===== config.mk =====
export PLATFORM = sky130hd
export DESIGN_NAME = fetch_stage
export DESIGN_NICKNAME = d
export VERILOG_FILES = /design/src/rtl/riscv_pkg.sv /design/src/rtl/fetch_skid_buf.sv /design/src/rtl/fetch_stage.sv
export SDC_FILE = /design/constraint.sdc
export NUM_CORES = 1
export LEC_CHECK = 0
export CORE_MARGIN = 1
export CORE_UTILIZATION = 44
export CTS_BUF_LIST = sky130_fd_sc_hd__clkbuf_16
export DETAILED_ROUTE_END_ITERATION = 8
export GPL_ROUTABILITY_DRIVEN = 0
export PLACE_DENSITY = 0.73
export SYNTH_ARGS = -nofsm -noshare
export SYNTH_HDL_FRONTEND = slang
export SYNTH_SLANG_ARGS = --single-unit

===== constraint.sdc =====
create_clock -name clock -period 2.2 [get_ports clock]
set_clock_uncertainty 0.15 [all_clocks]
set_input_delay 0.44 -clock clock [delete_from_list [all_inputs] [get_ports clock]]
set_output_delay 0.44 -clock clock [all_outputs]
set_load 0.05 [all_outputs]

===== src/rtl/riscv_pkg.sv =====
`default_nettype none
// ============================================================================
// Module      : riscv_pkg
// Description : Shared constants and types for the RISC-V pipeline: data
//               width, canonical NOP encoding and the fetch skid FSM states.
// Revision    : 1.0 - initial release
// ============================================================================
package riscv_pkg;

  localparam int XLEN = 32;

  // addi x0, x0, 0 : the canonical bubble instruction
  localparam logic [XLEN-1:0] NOP_INSTR = 32'h0000_0013;

  // RUN  : IF/ID is fed straight from the memory read port
  // HOLD : the memory result was parked in the skid register during a stall
  typedef enum logic [0:0] {
    RUN  = 1'b0,
    HOLD = 1'b1
  } fetch_state_e;

endpackage
`default_nettype wire


===== src/rtl/fetch_skid_buf.sv =====
`default_nettype none
// ============================================================================
// Module      : fetch_skid_buf
// Description : One-entry skid register for the fetch stage. On the first
//               stalled edge it captures the instruction returning from the
//               synchronous memory; while held, the memory port returns data
//               for the next address and must be ignored. The output mux
//               selects the source for the IF/ID register.
// Revision    : 1.0 - initial release
// ============================================================================
module fetch_skid_buf
  import riscv_pkg::*;
(
  input  logic            clock,
  input  logic            reset_n,
  input  logic            stall_i,
  input  logic            flush_i,
  input  logic [XLEN-1:0] imem_rdata_i,
  output logic [XLEN-1:0] instr_o
);

  fetch_state_e    state_q;
  logic [XLEN-1:0] skid_q;

  // FSM and skid capture: park the in-flight result on entry to a stall,
  // drop it on flush, return to direct feed on release.
  always_ff @(posedge clock) begin
    if (!reset_n) begin
      state_q <= RUN;
      skid_q  <= NOP_INSTR;
    end else if (flush_i) begin
      state_q <= RUN;
      skid_q  <= NOP_INSTR;
    end else if (stall_i) begin
      if (state_q == RUN) begin
        state_q <= HOLD;
        skid_q  <= imem_rdata_i;
      end
    end else begin
      state_q <= RUN;
    end
  end

  // Once held, the memory port returns mem[pc_F], not the parked instruction.
  assign instr_o = (state_q == HOLD) ? skid_q : imem_rdata_i;

endmodule
`default_nettype wire


===== src/rtl/fetch_stage.sv =====
`default_nettype none
// ============================================================================
// Module      : fetch_stage
// Description : Instruction-fetch stage. Owns the PC, drives a synchronous
//               (1-cycle latency) instruction memory and holds the IF/ID
//               pipeline register. Holds on stall_IFID, squashes and
//               redirects on flush. Optional performance counters are built
//               when the FETCH_PERF_EN macro is defined.
// Revision    : 1.0 - initial release
// ============================================================================
module fetch_stage
  import riscv_pkg::*;
#(
  parameter logic [31:0] RESET_PC = 32'h0000_0000
) (
  input  logic        clock,
  input  logic        reset_n,
  input  logic        stall_IFID,
  input  logic        flush,
  input  logic [31:0] branch_target,
  output logic [31:0] imem_addr,
  input  logic [31:0] imem_rdata,
  output logic [31:0] pc_ID,
  output logic [31:0] instr_ID,
  output logic        valid_ID
`ifdef FETCH_PERF_EN
  ,
  output logic [31:0] perf_instr_count,
  output logic [31:0] perf_stall_count,
  output logic [31:0] perf_flush_count
`endif
);

  // Word alignment is forced on both the reset address and branch targets.
  localparam logic [XLEN-1:0] RESET_PC_ALIGNED = {RESET_PC[31:2], 2'b00};

  logic [XLEN-1:0] pc_F_q,      pc_F_d;
  logic [XLEN-1:0] req_pc_q,    req_pc_d;
  logic            req_valid_q, req_valid_d;
  logic [XLEN-1:0] pc_ID_q,     pc_ID_d;
  logic [XLEN-1:0] instr_ID_q,  instr_ID_d;
  logic            valid_ID_q,  valid_ID_d;

  logic [XLEN-1:0] fetch_instr;
  logic            advance;
  logic            unused_tgt_bits;

  assign unused_tgt_bits = ^branch_target[1:0];
  assign advance         = !flush && !stall_IFID;

  fetch_skid_buf u_skid (
    .clock        (clock),
    .reset_n      (reset_n),
    .stall_i      (stall_IFID),
    .flush_i      (flush),
    .imem_rdata_i (imem_rdata),
    .instr_o      (fetch_instr)
  );

  // Next-state for PC, in-flight request and IF/ID: flush beats stall beats
  // advance. Bubbles always carry NOP so stale memory data never reaches ID.
  always_comb begin
    pc_F_d      = pc_F_q;
    req_pc_d    = req_pc_q;
    req_valid_d = req_valid_q;
    pc_ID_d     = pc_ID_q;
    instr_ID_d  = instr_ID_q;
    valid_ID_d  = valid_ID_q;
    if (flush) begin
      pc_F_d      = {branch_target[31:2], 2'b00};
      req_valid_d = 1'b0;
      pc_ID_d     = '0;
      instr_ID_d  = NOP_INSTR;
      valid_ID_d  = 1'b0;
    end else if (!stall_IFID) begin
      pc_F_d      = pc_F_q + 32'd4;
      req_pc_d    = pc_F_q;
      req_valid_d = 1'b1;
      pc_ID_d     = req_pc_q;
      instr_ID_d  = req_valid_q ? fetch_instr : NOP_INSTR;
      valid_ID_d  = req_valid_q;
    end
  end

  // PC, request tracking and IF/ID pipeline register.
  always_ff @(posedge clock) begin
    if (!reset_n) begin
      pc_F_q      <= RESET_PC_ALIGNED;
      req_pc_q    <= '0;
      req_valid_q <= 1'b0;
      pc_ID_q     <= '0;
      instr_ID_q  <= NOP_INSTR;
      valid_ID_q  <= 1'b0;
    end else begin
      pc_F_q      <= pc_F_d;
      req_pc_q    <= req_pc_d;
      req_valid_q <= req_valid_d;
      pc_ID_q     <= pc_ID_d;
      instr_ID_q  <= instr_ID_d;
      valid_ID_q  <= valid_ID_d;
    end
  end

  assign imem_addr = pc_F_q;
  assign pc_ID     = pc_ID_q;
  assign instr_ID  = instr_ID_q;
  assign valid_ID  = valid_ID_q;

`ifdef FETCH_PERF_EN
  logic [31:0] perf_instr_q;
  logic [31:0] perf_stall_q;
  logic [31:0] perf_flush_q;

  // Free-running wrapping event counters.
  always_ff @(posedge clock) begin
    if (!reset_n) begin
      perf_instr_q <= '0;
      perf_stall_q <= '0;
      perf_flush_q <= '0;
    end else begin
      if (advance && req_valid_q) perf_instr_q <= perf_instr_q + 32'd1;
      if (stall_IFID && !flush)   perf_stall_q <= perf_stall_q + 32'd1;
      if (flush)                  perf_flush_q <= perf_flush_q + 32'd1;
    end
  end

  assign perf_instr_count = perf_instr_q;
  assign perf_stall_count = perf_stall_q;
  assign perf_flush_count = perf_flush_q;
`endif

endmodule
`default_nettype wire


==> out/summary.txt <==
Status = completed
Post-route ant nets = 0
Peak per-stage delay on the critical path = 0.81 ns
Synth cell types = 49
DR pass1 iterations = 4
Crit path buffers/inverters = 1
CP arrival = 1.57 ns
Worst Path Class, Setup = flip-flop to primary output
Vias per cell = 5.22
Final Hold Fails = 0
WL per Instance = 14.9 um
Post-cts sizing count = 15
Fin nets = 1014
Final setup fails = 0
Proportion of layout cells with a drive suffix above 1 = 14.2%
CTS Buf Count = 17
Max_cap viols = 0
Clock-pin slew on the worst setup and hold paths = 0.07 ns
Seq/Total Area, Yosys = 48.1%
Yosys warnings = 0
CTS tree = built
Fraction of registers with async set/reset = 0%
Initial Utilization = 45.0%
Startpoint types = flip-flop
CP required = 1.61 ns
Most common cell in the netlist = nand2_1
Post-synth top cells = nand2_1 (189), dfxtp_1 (157), mux2i_1 (60)
Post-Syn Instances = 769
Die Area = 15300 um^2
Period Utilization, post-route = 98.2%
Htree depth = 4
First-pass GRT wire length = 27400 um
Die Ht = 124 um
Starting DRT DRC Count = 348
Overall overflow remaining after global route = 0
CP Capture Type = primary output
Post-Syn Area = 6540 um^2
RSZ-0062 raised after global routing = false
Syn_area_per_cell = 8.50 um^2
Root buf cell = clkbuf_16
Setup_tns = 0 ns
Vias in the first global route = 5651
Slew Limit Fails = 0
Hold/Removal Path Class = flip-flop to flip-flop
Routed WL = 17000 um
Initial antenna violation count = 0
Die W = 124 um
Hold path start = instr_ID[15]
Routed vias = 5959
Peak supply drop = 593 uV
Worst slew margin = 62.6%
Crit path max fanout = 2
Top FF cell, synth = dfxtp_1
Tightest Pin Transition = 0.560 ns
HPWL Detailed = 11900 um
Fmax = 463 MHz
Core Area = 14500 um^2
Yosys top cell by area = dfxtp_1
Area Overhead vs Synth = 40.4%
Largest net degree at the start of global routing = 42
EDFF count, synth = 0
Critical path's top delay family = buffers and inverters
Sink Count = 157
#FFs+latches synth = 157
Cell Rows = 44
Clock latency on the worst-skew pair = 0.42 ns
IO buf count = 158
Crit path time final = 2.16 ns
Post-route DRC = 0
Leakage power total = 3.86 nW
Setup bufs post-CTS = 0
Critical path origin = imem_addr[31]
Pwr dens = 723 nW/um^2
N_diodes = 0
Cells along the critical path = clkdlybuf4s50_1
Clock Path Buffers = 2
# IOs = 165
Area share of the largest cell type after synthesis = 48.1%
# hold bufs at CTS = 0
Critical path's slowest cell = clkdlybuf4s50_1
Pwr Total = 6.64 mW
Top post-synthesis cells by area = dfxtp_1 (48%), nand2_1 (11%), mux2i_1 (9.2%), o21ai_0 (4.0%), a21boi_0 (3.6%)
Global Route Usage Sum = 22.8%
Launching point of the worst reg2reg path = imem_addr[3]
## where the power goes
part | switching, mW | internal [mW]
logic | 0.469 | 0.342
registers | 0.0872 | 2.93
clock network | 1.19 | 1.62
total | 1.75 | 4.89
## area by class of cell
class / count / area (um^2)
fillers: 1268 / 5360
flip-flops and latches: 157 / 3180
inverters: 5 / 18.8
clock buffers: 18 / 450
clock inverters: 14 / 116
well taps: 184 / 230
multi-input cells: 549 / 3140
repair buffers: 215 / 2050
## cells in the final DEF, fill, tap and decap left out, types with 5 or more instances in the layout
| cell type | count |
|---|---|
| a21oi_1 | 39 |
| a31oi_1 | 7 |
| nand4_1 | 13 |
| nor2_1 | 41 |
| o211a_1 | 5 |
| mux2i_1 | 60 |
| xnor2_1 | 6 |
| nor2b_1 | 5 |
| inv_1 | 7 |
| or4_1 | 6 |
| clkbuf_16 | 18 |
| nor4_1 | 7 |
| nand3_1 | 14 |
| a21boi_0 | 31 |
| dfxtp_1 | 138 |
| nand2_1 | 188 |
| dlymetal6s2s_1 | 24 |
| o21ai_0 | 52 |
| dlygate4sd2_1 | 15 |
| dfxtp_2 | 15 |
| o31ai_1 | 5 |
| buf_4 | 69 |
| nor3_1 | 5 |
| clkdlybuf4s50_1 | 101 |
## final timing paths
| kind | endpoint | slack, ns | cells past startpoint |
|---|---|---|---|
| min reg2reg | instr_ID[15] | 0.30 | 2 |
| max | imem_addr[31] | 0.04 | 1 |
| max reg2reg | imem_addr[16] | 0.15 | 5 |
| min | instr_ID[15] | 0.30 | 2 |
## logic make-up (layout without fill, tap and decap cells)
| logic type | count (synthesis) | after routing | synth area share [%] |
|---|---|---|---|
| AND/OR/NAND/NOR | 314 | 314 | 21.4 |
| buffers and inverters | 66 | 252 | 4.23 |
| adder cells (fa/ha/maj) | 1 | 1 | 0.191 |
| flip-flops | 157 | 157 | 48.1 |
| other | 1 | 4 | 0.0574 |
| XOR/XNOR | 10 | 10 | 1.34 |
| AO/OA/AOI/OAI | 156 | 156 | 14.8 |
| multiplexers | 64 | 64 | 9.88 |
## state kept, by name (all words and copies together) (netlist names)
signal          count
req_valid_q         1
imem_addr          30
instr_ID           32
u_skid.state_q      1
req_pc_q           30
u_skid.skid_q      32
valid_ID            1
pc_ID              30
## layer usage
metal  vias to the layer above  routed length, um  track usage, %
met5                         -                  0               0
met4                         0                187            6.70
met3                        12               1080            5.72
met2                       187               7950            37.2
met1                      2774               7810            29.6
li1                       2986                  -               -
## per-stage QoR
stage / instance area, um^2 / setup WS, ns / util [%] / instances / hold slack [ns]
finish: 9180 / 0.0389 / 63.2 / 1142 / 0.297
CTS: 9120 / 0.00754 / 62.7 / 1142 / 0.303
detailed placement: 8570 / 0.0311 / 59.0 / 1110 / 0.294
global placement: 8570 / 0.0827 / 59.0 / 1110 / 0.282
floorplan: 6580 / 0.00560 / - / 772 / 0.280
global route: 9180 / 0.000116 / 63.2 / 1142 / 0.320
Note: power is estimated with default switching activity, not from simulation.
